`src/rtl/imem_loader_pkg.sv`:
```
// Shared types and width constants for the boot-time instruction loader.
// Imported by the byte packer and the loader top level.
package imem_loader_pkg;

    localparam int BYTE_W         = 8;
    localparam int WORD_W         = 32;
    localparam int BYTES_PER_WORD = 4;
    localparam int BCNT_W         = $clog2(BYTES_PER_WORD);

    typedef enum logic [1:0] {
        LEN,
        DATA,
        DONE,
        ERR
    } state_t;

endpackage

```
`src/rtl/imem_loader_byte_packer.sv`:
```
// Assembles little-endian words from a byte stream; byte k lands in [8k+7:8k].
// The word is presented combinationally on the cycle its last byte arrives.
module byte_packer
    import imem_loader_pkg::*;
(
    input  logic              clk,
    input  logic              rst_n,
    input  logic              in_valid,
    input  logic [BYTE_W-1:0] in_data,
    output logic              word_valid,
    output logic [WORD_W-1:0] word,
    output logic [BCNT_W-1:0] byte_cnt
);

    localparam int SH_W = WORD_W - BYTE_W;

    // Holds the three earlier bytes; the newest byte completes the word.
    logic [SH_W-1:0] sh;

    always_ff @(posedge clk or negedge rst_n) begin
        if (!rst_n) begin
            sh       <= '0;
            byte_cnt <= '0;
        end else if (in_valid) begin
            sh       <= {in_data, sh[SH_W-1:BYTE_W]};
            byte_cnt <= byte_cnt + 1'b1;
        end
    end

    assign word_valid = in_valid && (byte_cnt == BCNT_W'(BYTES_PER_WORD - 1));
    assign word       = {in_data, sh};

endmodule

```
`src/rtl/imem_loader.sv`:
```
// Boot loader: streams a length-prefixed image from the UART into imem,
// holding the core in reset until the image is complete.
module imem_loader
    import imem_loader_pkg::*;
#(
    parameter int          DEPTH_WORDS = 1024,
    parameter logic [31:0] BASE_ADDR   = 32'h0000_0000,
    parameter int          TIMEOUT     = 1_000_000
) (
    input  logic              i_clk,
    input  logic              i_resetn,
    input  logic              i_boot_en,
    input  logic              i_rx_valid,
    input  logic [BYTE_W-1:0] i_rx_data,
    output logic              o_we,
    output logic [31:0]       o_addr,
    output logic [WORD_W-1:0] o_data,
    output logic              o_cpu_resetn,
    output logic              o_busy,
    output logic              o_done,
    output logic              o_err
);

    localparam int IDX_W = $clog2(DEPTH_WORDS) + 1;
    localparam int TMR_W = $clog2(TIMEOUT + 1);

    state_t state, state_nx;

    logic              pk_valid;
    logic              pk_word_valid;
    logic [WORD_W-1:0] pk_word;
    logic [BCNT_W-1:0] pk_cnt;

    logic [IDX_W-1:0] idx;
    logic [IDX_W-1:0] idx_inc;
    logic [IDX_W-1:0] len_q;
    logic [TMR_W-1:0] tmr;
    logic             running;
    logic             timeout_hit;
    logic             hdr_start;

    // Bytes are dropped once the loader has reached a terminal state.
    assign pk_valid = i_rx_valid && ((state == LEN) || (state == DATA));

    byte_packer u_packer (
        .clk        (i_clk),
        .rst_n      (i_resetn),
        .in_valid   (pk_valid),
        .in_data    (i_rx_data),
        .word_valid (pk_word_valid),
        .word       (pk_word),
        .byte_cnt   (pk_cnt)
    );

    assign idx_inc     = idx + 1'b1;
    assign running     = ((state == LEN) && (pk_cnt != '0)) || (state == DATA);
    assign timeout_hit = running && !i_rx_valid
                         && (tmr == TMR_W'(TIMEOUT - 1));
    assign hdr_start   = (state == LEN) && (state_nx == DATA);

    always_ff @(posedge i_clk or negedge i_resetn) begin
        if (!i_resetn) begin
            state <= LEN;
        end else begin
            state <= state_nx;
        end
    end

    always_comb begin
        state_nx = state;
        unique case (state)
            LEN: begin
                if ((pk_cnt == '0) && !i_boot_en) begin
                    state_nx = DONE;
                end else if (timeout_hit) begin
                    state_nx = ERR;
                end else if (pk_word_valid) begin
                    if (pk_word == '0) begin
                        state_nx = DONE;
                    end else if (pk_word > WORD_W'(DEPTH_WORDS)) begin
                        state_nx = ERR;
                    end else begin
                        state_nx = DATA;
                    end
                end
            end
            DATA: begin
                if (timeout_hit) begin
                    state_nx = ERR;
                end else if (pk_word_valid && (idx_inc == len_q)) begin
                    state_nx = DONE;
                end
            end
            DONE: state_nx = DONE;
            ERR:  state_nx = ERR;
            default: state_nx = ERR;
        endcase
    end

    always_ff @(posedge i_clk or negedge i_resetn) begin
        if (!i_resetn) begin
            idx          <= '0;
            len_q        <= '0;
            tmr          <= '0;
            o_we         <= 1'b0;
            o_addr       <= '0;
            o_data       <= '0;
            o_cpu_resetn <= 1'b0;
        end else begin
            o_we         <= 1'b0;
            o_cpu_resetn <= (state == DONE);

            if (i_rx_valid || !running) begin
                tmr <= '0;
            end else begin
                tmr <= tmr + 1'b1;
            end

            if (hdr_start) begin
                len_q <= IDX_W'(pk_word);
                idx   <= '0;
            end

            if ((state == DATA) && pk_word_valid) begin
                o_we   <= 1'b1;
                o_data <= pk_word;
                o_addr <= BASE_ADDR + (32'(idx) << 2);
                idx    <= idx_inc;
            end
        end
    end

    assign o_busy = ((state == LEN) && (pk_cnt != '0)) || (state == DATA);
    assign o_done = (state == DONE);
    assign o_err  = (state == ERR);

endmodule

```
`config.mk`:
```
export PLATFORM = sky130hd
export DESIGN_NAME = imem_loader
export DESIGN_NICKNAME = d
export VERILOG_FILES = /design/src/rtl/imem_loader_pkg.sv /design/src/rtl/imem_loader_byte_packer.sv /design/src/rtl/imem_loader.sv
export SDC_FILE = /design/constraint.sdc
export NUM_CORES = 1
export LEC_CHECK = 0
export ABC_AREA = 1
export CAP_MARGIN = 20
export CORE_ASPECT_RATIO = 2
export CORE_MARGIN = 10
export CORE_UTILIZATION = 58
export DETAILED_ROUTE_END_ITERATION = 8
export GPL_TIMING_DRIVEN = 0
export PLACE_DENSITY = 0.88
export SETUP_SLACK_MARGIN = 0.15
export SLEW_MARGIN = 20
export SYNTH_ARGS = -nofsm -noshare
export SYNTH_HDL_FRONTEND = slang
export SYNTH_SLANG_ARGS = --single-unit
```
`constraint.sdc`:
```
create_clock -name i_clk -period 4.1 [get_ports i_clk]
set_input_delay 0.82 -clock i_clk [delete_from_list [all_inputs] [get_ports i_clk]]
set_output_delay 0.82 -clock i_clk [all_outputs]
set_load 0.005 [all_outputs]
```
# Word-level counts from Yosys, hierarchy flattened
# Index checks and enable logic that the tools add are counted.
[word_totals] register_bits=115 latchBits=0 ram_bits=0 mem_bits_ro=0 in_bits=12 word_cells=53 memories=0
[op_classes] add_sub_neg=3 multipliers=0 div_mod_pow=0 n_lt_le_gt_ge=1 n_eq_ne=7 shifts=0 muxes=12 bitwise=0 n_reduce_logical=20
[ops] operator="> comparator 32 x 11 -> 1 bit, second input constant" count=1
[ops] operator="logical NOT 32 bit" count=1
[ops] operator="two-way mux 11 bit" count=2
[ops] operator="adder 20 x 1 -> 20 bit, second input constant" count=1
[ops] operator="== test 20 bit, second input constant" count=1
[ops] operator="two-way mux 20 bit" count=1
[ops] operator="two-way mux 2 bit" count=7
[ops] operator="adder 11 x 1 -> 11 bit, second input constant" count=1
[ops] operator="== test 11 bit" count=1
[ops] operator="logical AND 1 bit" count=9
[ops] operator="case mux 2 bit (4 select lines)" count=1
[ops] operator="== test 2 bit, second input constant" count=3
[ops] operator="== test 2 x 1 -> 1 bit, second input constant" count=2
[ops] operator="logical NOT 2 bit" count=2
[ops] operator="nonzero test 2 bit" count=2
[ops] operator="logical NOT 1 bit" count=3
[ops] operator="logical OR 1 bit" count=3
[ops] operator="adder 2 x 1 -> 2 bit, second input constant" count=1
[ops] operator="two-way mux 1 bit" count=1

# Depth between registers and ports, before layout
[depth] ltp_word=12 depth_mapped=16

# Cells and area by module
# Synthesis repeated with hierarchy kept, for this count alone.
[unflattened] cells_unflattened=705 area_unflattened_um2=5808.1
[modules_own_cells] mod="imem_loader" n_inst=1 cells_each=583 area_each_um2=4654.5 seq_area_each_um2=2227.1
[modules_own_cells] mod="byte_packer" n_inst=1 cells_each=122 area_each_um2=1153.6 seq_area_each_um2=650.6

# Worst setup path before layout
# No wires, ideal clock.
[synth_path] path_kind="input port to flip-flop" from="in i_rx_valid" to="reg idx[10]" setup_ns=0.065 arrival_ns=1.967 required_ns=4.035 path_slack_ns=2.067 path_stages=13 n_path_buf=1 cell_sequence="nand2_2 -> nor2_2 -> nand3_1 -> nor2_1 -> nand3_1 -> nor2_1 -> nand3_1 -> o21bai_2 -> nand2_2 -> nand3_4 -> buf_6 -> nand3_1 -> nand2_1"
[synth_via] elab_chain_cells=9
[synth_rtl] element="start, declared" line="imem_loader.sv:13" text="input logic i_rx_valid,"
[synth_rtl] element="logical AND 1 bit / logical NOT 1 bit (equally long branches)" line="imem_loader.sv:43, imem_loader.sv:57"
[synth_rtl] element="logical AND 1 bit (on tied branches)" line="imem_loader_byte_packer.sv:30, imem_loader.sv:57"
[synth_rtl] element="two-way mux 2 bit, or another cell as far along" line="imem_loader.sv:77" text="end else if (pk_word_valid) begin"
[synth_rtl] element="two-way mux 2 bit (on tied branches)" line="imem_loader.sv:75, imem_loader.sv:90"
[synth_rtl] element="two-way mux 2 bit (on tied branches)" line="imem_loader.sv:73, imem_loader.sv:88"
[synth_rtl] element="case mux 2 bit (4 select lines)" line="imem_loader.sv:71" text="unique case (state)"
[synth_rtl] element="== test 2 x 1 -> 1 bit" line="imem_loader.sv:59" text="assign hdr_start = (state == LEN) && (state_nx == DATA);"
[synth_rtl] element="logical AND 1 bit" line="imem_loader.sv:59"
[synth_rtl] element="nonzero test 2 bit (no source line)"
[synth_rtl] element="end signal, assigned" line="imem_loader.sv:128" text="idx <= idx_inc;"
[synth_rtl] element="end, declared" line="imem_loader.sv:34" text="logic [IDX_W-1:0] idx;"
# Several ways; a longest one is shown, not always the timed one.
# A chain may end at the register's enable or synchronous reset.

# Final worst setup path
[layout_path] from="in i_rx_valid" to="reg o_data[3]"
[layout_via] elab_chain_cells=3
[layout_rtl] element="logical AND 1 bit" line="imem_loader.sv:43" text="assign pk_valid = i_rx_valid && ((state == LEN) || (state == DATA));"
[layout_rtl] element="logical AND 1 bit" line="imem_loader_byte_packer.sv:30" text="assign word_valid = in_valid && (byte_cnt == BCNT_W'(BYTES_PER_WORD - 1));"
[layout_rtl] element="logical AND 1 bit" line="imem_loader.sv:124" text="if ((state == DATA) && pk_word_valid) begin"
[layout_rtl] element="end signal, assigned" line="imem_loader.sv:126" text="o_data <= pk_word;"
[layout_rtl] element="end, declared" line="imem_loader.sv:17" text="output logic [WORD_W-1:0] o_data,"
# No other way between the ends.

==> impl_results.md <==
* Max Fclk at roughly 340 MHz
* Core footprint at 9010 um2
* EDFF count, synth at 0
* Final net count at between 700 and 800
* Hpwl dp at 10.4 mm
* Die span in y at around 160 um
* Fillers at between 600 and 700
* Syn Area/Cell at 8.25 um2
* Pwr per Cell Area at ~610 nW/um2
* Clock sinks at 115
* Remaining DRCs at 0
* Worst skew pair latency at 0.42 ns
* Vias in the first global route at 5083
* Commonest non-fill, non-tap cell in the layout: nand2_1
* Final hold slack at 0.325 ns
* Post-route cell area at approximately 6700 um2
* Asr flop ratio synth at 100%
* CP endpoint kind: flip-flop
* Cell count after synthesis at between 600 and 700
* Worst-Margin Slew at about 0.58 ns
* P_leak at 3.17 nW
* Worst reg-to-reg setup slack at 1.52 ns
* Max IR drop VDD at 0.464 mV
* Worst-case reg-to-reg path depth at 10
* RSZ-0062 raised after global routing: false
* Final TNS setup at 0 ns
* Post_cts resized at 0
* Clk_skew at ~0.0094 ns
* Die width at 87.8 um
* Outcome: finished, final reports clean
* Row cnt at between 40 and 50
* Placed Cells at 828
* Via-per-instance ratio at 5.56
* Post-synthesis cell area at 5330 um2
* CTS tree: done
* CP startpoint kind: input port
* Register area at 2880 um2
* Fraction of layout cells with a size suffix above 1 at a little under a tenth
* Largest net degree at the start of global routing at 72
* Root buffer cell: clkbuf_16
* Ys Warns at 0
* H-tree levels at 4
* Largest cells by area after synthesis: dfrtp_1 54%, nand2_1 11%, o21ai_0 7.5%
* Max_cap viols at 0
* Most frequent cells in the layout: 162 x nand2_1, 115 x dfrtp_1, 82 x inv_1
* CP required at between 4 and 5 ns
* First DRT Iteration DRCs at 370
* Total die area at 13700 um2
* CTS buffer count at 17
* Seq cells post-synth at 115
* Slew headroom at 61.5%
* Clk buf depth at 2
* Main synth FF type: dfrtp_1
* Crit-path max FO at 10
* Antenna-violating nets left at 0
* Placed Area at about 6000 um2
* RePlAce Congestion at 0.948
* Finished Layout Cells at 860
* Multi-input gate area at 1950 um2
* Initial antenna violation count at 0
* Final hold violations at 0
* Global route overflow at 0
* Crit Path Category: input port to flip-flop
* Max-slew violations at 0
* Post-synthesis sequential area ratio at 54.0%
* N_diodes at 0
* Synth area leader: dfrtp_1
* Hold Crit Class: input port to asynchronous set/reset pin
* DRT Wirelength at 14.5 mm
* Final period util at 71.9%
* Area delta synth->final at 26.5%
* # setup viols final at 0
* Top cell type's share of synthesized area at 54.0%
* Total setup buffers inserted after CTS at 0
* Total track usage at 22.2%
* Port Buf Inserts at 59
* Pre-antenna DRT Iters at 5
* IO Count at 81
* Avg WL per Cell at 16.8 um
* Worst-path clk slew at 0.05 ns
* Critical Path AT at 3.22 ns
* Distinct cells, synth at 32
* Min Tclk post-route at ~3 ns
* DR vias at 4780
* Starting Density at 59.1%
* CTS hold repair buffers at 0
* First-pass GRT wire length at about 24 mm
[per-layer routing]
layer / GRT usage [%] / up-vias / part of all wire, %
met5: 0 / - / 0
met4: 11.9 / 0 / 4.0
met3: 5.96 / 49 / 6.0
met2: 39.7 / 198 / 56
met1: 22.1 / 2299 / 34
li1: - / 2234 / -
[state kept, by name (all words and copies together) (netlist names), 2 cells and up]
signal,count
o_addr,11
state,2
tmr,20
idx,11
u_packer.sh,24
u_packer.byte_cnt,2
len_q,11
o_data,32
[where the power goes]
part / switching (mW) / internal, mW
Combinational: 0.547 / 0.470
Clock: 0.535 / 0.925
Sequential: 0.200 / 1.41
Total: 1.28 / 2.80
[cells in the mapped netlist (2+ instances only)]
library cell  number
o21a_1             2
a21oi_1           17
nor2_1            42
nand4_1           13
nand2_2            4
nand3_1           41
dfrtp_1          115
inv_1             82
nand3b_1           2
o21ai_1           11
nor2_2             4
buf_6              3
buf_4             21
nand2_1          162
inv_2              3
ha_1               4
buf_1              6
o21ai_0           80
clkbuf_1          10
nor3_1            12
[layout make-up]
cell class	instances	area share, %
multi-input combinational	425	29.0
tap	102	1.89
buffer	41	3.81
timing repair buffer	60	9.19
inverter	85	4.73
clock inverter	12	1.95
sequential	115	42.7
clock buffer	20	6.78
[worst max-delay path, stage by stage]
cell             delay (ns)
clkdlybuf4s50_1        0.50
nand2_2                0.14
nor2_2                 0.23
inv_1                  0.09
nor2_1                 0.46
inv_1                  0.20
buf_2                  0.25
buf_1                  0.29
nand2_1                0.15
o21ai_0                0.09
[final timing paths]
| path | startpoint | end |
|---|---|---|
| max | i_rx_valid | o_data[3]$_DFFE_PN0P_ |
| min | i_resetn | o_addr[12]$_DFFE_PN0P_ |
| max reg2reg | state[1]$_DFF_PN0_ | o_data[3]$_DFFE_PN0P_ |
| min reg2reg | tmr[0]$_DFF_PN0_ | tmr[0]$_DFF_PN0_ |
| max in group asynchronous | i_resetn | o_data[5]$_DFFE_PN0P_ |
| min in group i_clk | tmr[0]$_DFF_PN0_ | tmr[0]$_DFF_PN0_ |
[cell families (layout without fill, tap and decap cells)]
group / count (synthesis) / after routing / synth area share (%)
fa+ha+maj: 4 / 4 / 0.939
flops: 115 / 115 / 54.0
simple gates: 283 / 283 / 22.7
xor+xnor: 1 / 1 / 0.164
compound gates: 116 / 116 / 11.4
other cells: 1 / 21 / 0.0704
buf+inv: 126 / 218 / 10.8
[through the flow]
stage	worst slack (ns)	util, %	total power, mW
after floorplan	2.07	-	2.07
after CTS	1.20	74.8	4.09
after global placement	-1.96	67.9	2.55
after detailed placement	0.770	68.3	2.61
after global routing	1.03	74.8	4.30
final	1.15	74.8	4.08
(Power assumes the default switching activity.)
